===== src/rtl/mips_cpu_muldiv_if.sv =====
// Purpose: bundle of the multiply/divide unit's request, direct-write and result signals.
// Latency: none, wiring only.
// Backpressure: the master must hold off new requests while busy is high; extra starts are dropped.
interface mips_cpu_muldiv_if #(
   parameter int WIDTH = 32
);
   logic             start;
   logic [1:0]       op;
   logic [WIDTH-1:0] a;
   logic [WIDTH-1:0] b;
   logic             abort;
   logic             wr_hi;
   logic             wr_lo;
   logic [WIDTH-1:0] wdata;
   logic             busy;
   logic             done;
   logic [WIDTH-1:0] hi;
   logic [WIDTH-1:0] lo;
   logic             divzero;

   // execute-stage control side
   modport master (
      output start, op, a, b, abort, wr_hi, wr_lo, wdata,
      input  busy, done, hi, lo, divzero
   );

   // multiply/divide unit side
   modport slave (
      input  start, op, a, b, abort, wr_hi, wr_lo, wdata,
      output busy, done, hi, lo, divzero
   );
endinterface


===== src/rtl/mips_cpu_muldiv.sv =====
// Purpose: iterative MULT/MULTU/DIV/DIVU into private HI/LO, plus MTHI/MTLO direct writes.
// Latency: WIDTH+2 cycles start-to-done (2 cycles for divide by zero with MULDIV_DIVZERO_EN).
// Backpressure: busy high while an op is in flight; start and direct writes are ignored then.
// Optional feature macro: MULDIV_DIVZERO_EN (divide by zero short-cut and divzero flag).
module mips_cpu_muldiv #(
   parameter int WIDTH = 32,
   parameter int CNTW  = $clog2(WIDTH + 1)
) (
   input  logic             clk,
   input  logic             rst_n,
   mips_cpu_muldiv_if.slave bus
);

   typedef enum logic [1:0] {IDLE, RUN, FIX} state_t;

   state_t               state, state_nx;
   logic [CNTW-1:0]      cnt;
   logic                 is_div;     // latched op class
   logic                 neg_res;    // product / quotient needs negation
   logic                 neg_rem;    // remainder takes dividend's sign
   logic                 dz_pend;    // current op is a short-cut divide by zero
   logic [WIDTH-1:0]     addend;     // multiplicand magnitude or divisor magnitude
   logic [2*WIDTH-1:0]   acc;        // product accumulator; low half is quotient/dividend for divide
   logic [WIDTH:0]       rem;        // partial remainder
   logic [WIDTH-1:0]     hi_q, lo_q;
   logic                 done_q, divzero_q;

   logic                 go, dz_req;
   logic                 sa, sb;
   logic [WIDTH-1:0]     abs_a, abs_b;
   logic [WIDTH:0]       mul_sum;
   logic [WIDTH:0]       div_sh;
   logic [WIDTH+1:0]     div_diff;
   logic [2*WIDTH-1:0]   prod;
   logic [WIDTH-1:0]     quo, rmd;

   // an abort in the same cycle as start swallows the start
   assign go = (state == IDLE) && bus.start && !bus.abort;

`ifdef MULDIV_DIVZERO_EN
   assign dz_req = bus.op[1] && (bus.b == '0);
`else
   assign dz_req = 1'b0;
`endif

   // op[0] clear means signed; take magnitudes (most-negative maps to itself, read as unsigned)
   assign sa    = !bus.op[0] && bus.a[WIDTH-1];
   assign sb    = !bus.op[0] && bus.b[WIDTH-1];
   assign abs_a = sa ? -bus.a : bus.a;
   assign abs_b = sb ? -bus.b : bus.b;

   // one shift-add step: add multiplicand into the upper half when the current multiplier bit is set
   assign mul_sum  = {1'b0, acc[2*WIDTH-1:WIDTH]} + {1'b0, (acc[0] ? addend : {WIDTH{1'b0}})};

   // one restoring-divide step: shift next dividend bit in and trial-subtract the divisor
   assign div_sh   = {rem[WIDTH-1:0], acc[WIDTH-1]};
   assign div_diff = {1'b0, div_sh} - {2'b00, addend};

   // sign correction applied at FIX
   assign prod = neg_res ? -acc : acc;
   assign quo  = neg_res ? -acc[WIDTH-1:0] : acc[WIDTH-1:0];
   assign rmd  = neg_rem ? -rem[WIDTH-1:0] : rem[WIDTH-1:0];

   // state register
   always_ff @(posedge clk or negedge rst_n) begin
      if (!rst_n) state <= IDLE;
      else        state <= state_nx;
   end

   // next-state: IDLE -> RUN (or straight to FIX for a short-cut divide by zero) -> FIX -> IDLE
   always_comb begin
      state_nx = state;
      case (state)
         IDLE: if (go) state_nx = dz_req ? FIX : RUN;
         RUN: begin
            if (bus.abort)             state_nx = IDLE;
            else if (cnt == CNTW'(1))  state_nx = FIX;
         end
         FIX:     state_nx = IDLE;
         default: state_nx = IDLE;
      endcase
   end

   // datapath: operand capture, iteration, result write-back and direct HI/LO writes
   always_ff @(posedge clk or negedge rst_n) begin
      if (!rst_n) begin
         cnt       <= '0;
         is_div    <= 1'b0;
         neg_res   <= 1'b0;
         neg_rem   <= 1'b0;
         dz_pend   <= 1'b0;
         addend    <= '0;
         acc       <= '0;
         rem       <= '0;
         hi_q      <= '0;
         lo_q      <= '0;
         done_q    <= 1'b0;
         divzero_q <= 1'b0;
      end else begin
         done_q <= (state == FIX) && !bus.abort;
         case (state)
            IDLE: begin
               if (go) begin
                  cnt     <= CNTW'(WIDTH);
                  is_div  <= bus.op[1];
                  neg_res <= sa ^ sb;
                  neg_rem <= bus.op[1] && sa;
                  dz_pend <= dz_req;
                  rem     <= '0;
                  if (bus.op[1]) begin
                     addend <= abs_b;
                     // short-cut divide by zero returns the raw dividend in HI
                     acc    <= {{WIDTH{1'b0}}, (dz_req ? bus.a : abs_a)};
                  end else begin
                     addend <= abs_a;
                     acc    <= {{WIDTH{1'b0}}, abs_b};
                  end
               end else if (!bus.start) begin
                  if (bus.wr_hi) hi_q <= bus.wdata;
                  if (bus.wr_lo) lo_q <= bus.wdata;
               end
            end
            RUN: begin
               cnt <= cnt - CNTW'(1);
               if (is_div) begin
                  rem               <= div_diff[WIDTH+1] ? div_sh : div_diff[WIDTH:0];
                  acc[WIDTH-1:0]    <= {acc[WIDTH-2:0], ~div_diff[WIDTH+1]};
               end else begin
                  acc <= {mul_sum, acc[WIDTH-1:1]};
               end
            end
            FIX: begin
               if (!bus.abort) begin
                  divzero_q <= dz_pend;
                  if (dz_pend) begin
                     hi_q <= acc[WIDTH-1:0];
                     lo_q <= {WIDTH{1'b1}};
                  end else if (is_div) begin
                     hi_q <= rmd;
                     lo_q <= quo;
                  end else begin
                     hi_q <= prod[2*WIDTH-1:WIDTH];
                     lo_q <= prod[WIDTH-1:0];
                  end
               end
            end
            default: ;
         endcase
      end
   end

   assign bus.busy    = (state != IDLE);
   assign bus.done    = done_q;
   assign bus.hi      = hi_q;
   assign bus.lo      = lo_q;
   assign bus.divzero = divzero_q;

endmodule

===== src/flat_wrapper.sv =====
// flat-port wrapper written by rule: the top's interface ports become plain ports
module mips_cpu_muldiv_flat 
#(
   parameter int WIDTH = 32,
   parameter int CNTW  = $clog2(WIDTH + 1)
)
  (clk, rst_n, bus_start, bus_op, bus_a, bus_b, bus_abort, bus_wr_hi, bus_wr_lo, bus_wdata, bus_busy, bus_done, bus_hi, bus_lo, bus_divzero);
  mips_cpu_muldiv_if #(.WIDTH(WIDTH)) bus_i ();
  input  logic clk;
  input  logic rst_n;
  input wire logic [$bits(bus_i.start)-1:0] bus_start;
  input wire logic [$bits(bus_i.op)-1:0] bus_op;
  input wire logic [$bits(bus_i.a)-1:0] bus_a;
  input wire logic [$bits(bus_i.b)-1:0] bus_b;
  input wire logic [$bits(bus_i.abort)-1:0] bus_abort;
  input wire logic [$bits(bus_i.wr_hi)-1:0] bus_wr_hi;
  input wire logic [$bits(bus_i.wr_lo)-1:0] bus_wr_lo;
  input wire logic [$bits(bus_i.wdata)-1:0] bus_wdata;
  output wire logic [$bits(bus_i.busy)-1:0] bus_busy;
  output wire logic [$bits(bus_i.done)-1:0] bus_done;
  output wire logic [$bits(bus_i.hi)-1:0] bus_hi;
  output wire logic [$bits(bus_i.lo)-1:0] bus_lo;
  output wire logic [$bits(bus_i.divzero)-1:0] bus_divzero;
  assign bus_i.start = bus_start;
  assign bus_i.op = bus_op;
  assign bus_i.a = bus_a;
  assign bus_i.b = bus_b;
  assign bus_i.abort = bus_abort;
  assign bus_i.wr_hi = bus_wr_hi;
  assign bus_i.wr_lo = bus_wr_lo;
  assign bus_i.wdata = bus_wdata;
  assign bus_busy = bus_i.busy;
  assign bus_done = bus_i.done;
  assign bus_hi = bus_i.hi;
  assign bus_lo = bus_i.lo;
  assign bus_divzero = bus_i.divzero;
  mips_cpu_muldiv #(.WIDTH(WIDTH), .CNTW(CNTW)) u_core (.clk(clk), .rst_n(rst_n), .bus(bus_i));
endmodule

===== config.mk =====
export PLATFORM = sky130hd
export DESIGN_NAME = mips_cpu_muldiv_flat
export DESIGN_NICKNAME = d
export VERILOG_FILES = /design/src/rtl/mips_cpu_muldiv_if.sv /design/src/rtl/mips_cpu_muldiv.sv /design/src/flat_wrapper.sv
export SDC_FILE = /design/constraint.sdc
export NUM_CORES = 1
export LEC_CHECK = 0
export BUFFER_PORTS_ARGS = -buffer_cell sky130_fd_sc_hd__buf_2
export CORE_UTILIZATION = 50
export DETAILED_ROUTE_END_ITERATION = 10
export PLACE_DENSITY = 0.72
export SYNTH_ARGS = -nofsm -noshare
export SYNTH_HDL_FRONTEND = slang
export SYNTH_SLANG_ARGS = --single-unit

===== constraint.sdc =====
create_clock -name clk -period 3.4 [get_ports clk]
set_clock_uncertainty 0.1 [all_clocks]
set_input_delay 0.17 -clock clk [delete_from_list [all_inputs] [get_ports clk]]
set_output_delay 0.17 -clock clk [all_outputs]
set_load 0.03 [all_outputs]

==> results.toml <==
[status]
run_status = "complete, no violations"

[global_routing]
first_global_vias = 15714
use_met2 = 0.5536
grtUsageMet3 = 0.06136
grt_max_degree = 90
grt_overflow = 0
grt_use_total = 0.3535
grt_use_met1 = 0.4837
antenna_found_initial = 0
busiest_layer = "met2"
grt_pass1_wl_um = 91080

[hold_path]
hold-path-endpoint = "u_core.addend[11]$_DFFE_PN0P_"
hp-start = "bus_b[11]"
hold_path_class = "in -> reg"
min_path_cells = 4

[final_layout]
final_net_count = 2495
fillers = 2929
seq_area_mm2 = 0.005110
final_area_mm2 = 0.01989
n_antenna_cell = 0
area_delta_synth_final_pct = 20.99
multi_input_area_mm2 = 0.01077
drive_above_1_share = 0.1730

[detailed_routing]
wirelength_um = 60120
first_iter_violations = 1419
vias = 16743
via_per_inst = 6.029
drc_errors = 0
firstDrtPassIters = 5
routedWlPerCell_um = 21.65
ant_nets = 0

[die]
num_io_pins = 171
fp.dieH_um = 183.3
initial_core_util = 0.5067
die_area_mm2 = 0.03362
fp.coreArea_mm2 = 0.03245
fp-row-count = 66
die_x_um = 183.3

[critical_path]
cp-end-kind = "flip-flop"
r2r_start = "u_core.rem[12]$_DFFE_PN0P_"
start_kind = "flip-flop"
crit_fanout = 6
r2r_cells = 9
crit_type = "reg -> reg"
reg2reg_to = "u_core.bus.hi[30]$_DFFE_PN0P_"
cp_data_arrival_time_ns = 3.62
r2r_slack_ns = 0.09
cp.required_ns = 3.71

[timing]
worst_pin_slew_ns = 0.7804
period_needed_ns = 3.311
fin_tns_setup_ns = 0
hold_violations = 0
grt_setup_unrepaired = "yes"
period_share = 0.9738
relSlewSlack = 0.4797
setup_viol = 0
slew_violations = 0
fmax_ghz = 0.3020
holdWs_ns = 0.0007091

[yosys]
synth_edf_count = 0
synth_area_leader_cell = "dfrtp_1"
synth_area_mm2 = 0.01644
ys_top_cells_by_area = "dfrtp_1, nand2_1, o21ai_0"
yosysWarnings = 0
synth_top_area_share = 0.3105
async_flop_share = 1.000
ys_types = 73
ys.flop_type = "dfrtp_1"
netlist_instances = 2067
synth_nets = 2243
avgSynthCellArea_um2 = 7.955
ys_seq_area_frac = 0.3105
ys_seq_elements = 204

[placed_design]
dp_hpwl_um = 47280
gp_congestion = 1.043
place_area_mm2 = 0.01852
portBuffers = 169

[clock_network]
cts_tree = "built"
cts_inserted_buffers = 25
clock_path_buffers = 3
clkLatencyLatePin_ns = 0.54
clk_pin_slew_worst_paths_ns = 0.06
cts_sinks = 204
htree_levels = 1
root_buffer = "clkbuf_16"

[pwr]
leakagePower_nw = 9.136
p_sw_frac = 0.4822
ir_drop_mv = 0.4263
internal_power_mw = 9.153
pwr-share-seq = 0.244
pwr-share-clk = 0.146
p_switching_mw = 8.523
power_frac_comb = 0.609
powerDensity_mw_per_mm2 = 888.5

[run]
drv_cap = 0
==> power groups by stage <==
stage          combinational, mW  sequential, mW  clock [mW]
2_1_floorplan               6.47            4.42           0
3_3_place_gp                10.1            4.25           0
3_5_place_dp                10.2            4.29           0
4_1_cts                     10.3            4.26        2.61
5_1_grt                     11.7            4.40        2.73
6_report                    10.8            4.32        2.59
==> critical path, cell delays in order, from the launching register on <==
cell	delay, ns
dfrtp_1	0.49
or4_1	0.61
or3_1	0.39
nor4b_2	0.31
nand2_1	0.13
buf_4	0.17
o41ai_2	0.36
xor2_1	0.21
o22ai_1	0.16
a211o_1	0.26
==> cell usage after synthesis (all sizes together), types with 22 or more instances <==
cell type / instances
dfrtp: 204
a211oi: 63
clkbuf: 106
nor2: 189
o41ai: 22
buf: 22
nor3: 31
inv: 66
o21ai: 205
mux2i: 70
nand3: 35
nand2: 258
o31ai: 53
a21o: 38
ha: 70
a21oi: 151
xnor2: 102
xor2: 94
o211ai: 28
==> area by class of cell <==
class | count | area share
timing repair buffer | 353 | 0.1223
sequential | 204 | 0.2569
multi-input combinational | 1669 | 0.5414
clock inverter | 6 | 0.002956
inverter | 66 | 0.01245
tap | 442 | 0.02780
clock buffer | 37 | 0.03623
==> routing by layer <==
| layer | routed length (um) | part of all wire | up-vias |
|---|---|---|---|
| li1 | - | - | 7928 |
| met1 | 26120 | 0.43 | 8005 |
| met2 | 26360 | 0.44 | 700 |
| met3 | 4976 | 0.083 | 110 |
| met4 | 2667 | 0.044 | 0 |
| met5 | 0 | 0 | - |
==> kinds of logic after synthesis <==
group                      count (synthesis)  synth area share
muxes                                     74           0.04535
other                                      1         0.0002281
adders and majority gates                 72           0.05570
AOI/OAI and AO/OA                        667            0.2560
and+or+nand+nor                          659            0.1825
xor gates and xnor gates                 196            0.1044
DFF                                      204            0.3105
buffers and inverters                    194           0.04527
==> timing repair <==
item,CTS,global route
pin swaps,1,4
gates cloned,0,1
endpoints found under the setup margin,6,52
hold buffers,39,0
gates resized for setup,3,30
buffers inserted,1,3
hold endpoints to repair,139,0
==> per-stage QoR <==
step / instances / power, mW / worst slack, ns / utilization
5_1_grt: 2777 / 18.80 / -0.01930 / 0.6130
3_5_place_dp: 2690 / 14.51 / -0.01770 / 0.5707
3_3_place_gp: 2690 / 14.34 / -0.01931 / 0.5707
6_report: 2777 / 17.68 / 0.08891 / 0.6130
4_1_cts: 2773 / 17.17 / 0.03185 / 0.6073
2_1_floorplan: 2067 / 10.89 / 0.09831 / -
==> cells in the final DEF, fill, tap and decap left out, drive strengths merged, types with 7 or more instances in the layout <==
cell type    count
a211oi          63
a21o            38
a21oi          151
a31oi           19
and3            13
buf            312
clkbuf          39
dfrtp          204
dlygate4sd3     39
ha              70
inv             66
mux2i           70
nand2          258
nand2b          21
nand3           35
nand4            7
nor2           189
nor2b           20
nor3            31
nor4            18
o211ai          28
o21a            11
o21ai          205
o21bai          11
o22ai           10
o31ai           53
o41ai           22
or2             10
or3             21
or4             15
xnor2          102
xor2            94
==> worst max-delay path by stage <==
stage | startpoint | end | slack [ns] | depth (start not counted)
floorplan | u_core.acc[0]$_DFFE_PN0P_ | u_core.acc[61]$_DFFE_PN0P_ | 0.1 | 13
global placement | u_core.acc[0]$_DFFE_PN0P_ | u_core.acc[61]$_DFFE_PN0P_ | -0.02 | 14
detailed placement | u_core.acc[0]$_DFFE_PN0P_ | u_core.acc[61]$_DFFE_PN0P_ | -0.02 | 14
CTS | u_core.acc[14]$_DFFE_PN0P_ | u_core.bus.hi[15]$_DFFE_PN0P_ | 0.03 | 9
global route | u_core.addend[22]$_DFFE_PN0P_ | u_core.rem[15]$_DFFE_PN0P_ | -0.02 | 13
finish | u_core.rem[12]$_DFFE_PN0P_ | u_core.bus.hi[30]$_DFFE_PN0P_ | 0.09 | 9
==> state kept, by name, summed over array words and instances, names as in the netlist <==
name and cells:
u_core.rem 32, u_core.bus.hi 32, u_core.state 2, u_core.cnt 6
u_core.acc 64, u_core.neg_res 1, u_core.neg_rem 1, u_core.addend 32
u_core.bus.done 1, u_core.is_div 1, u_core.bus.lo 32
No activity file was read; power rests on OpenSTA's default activity.
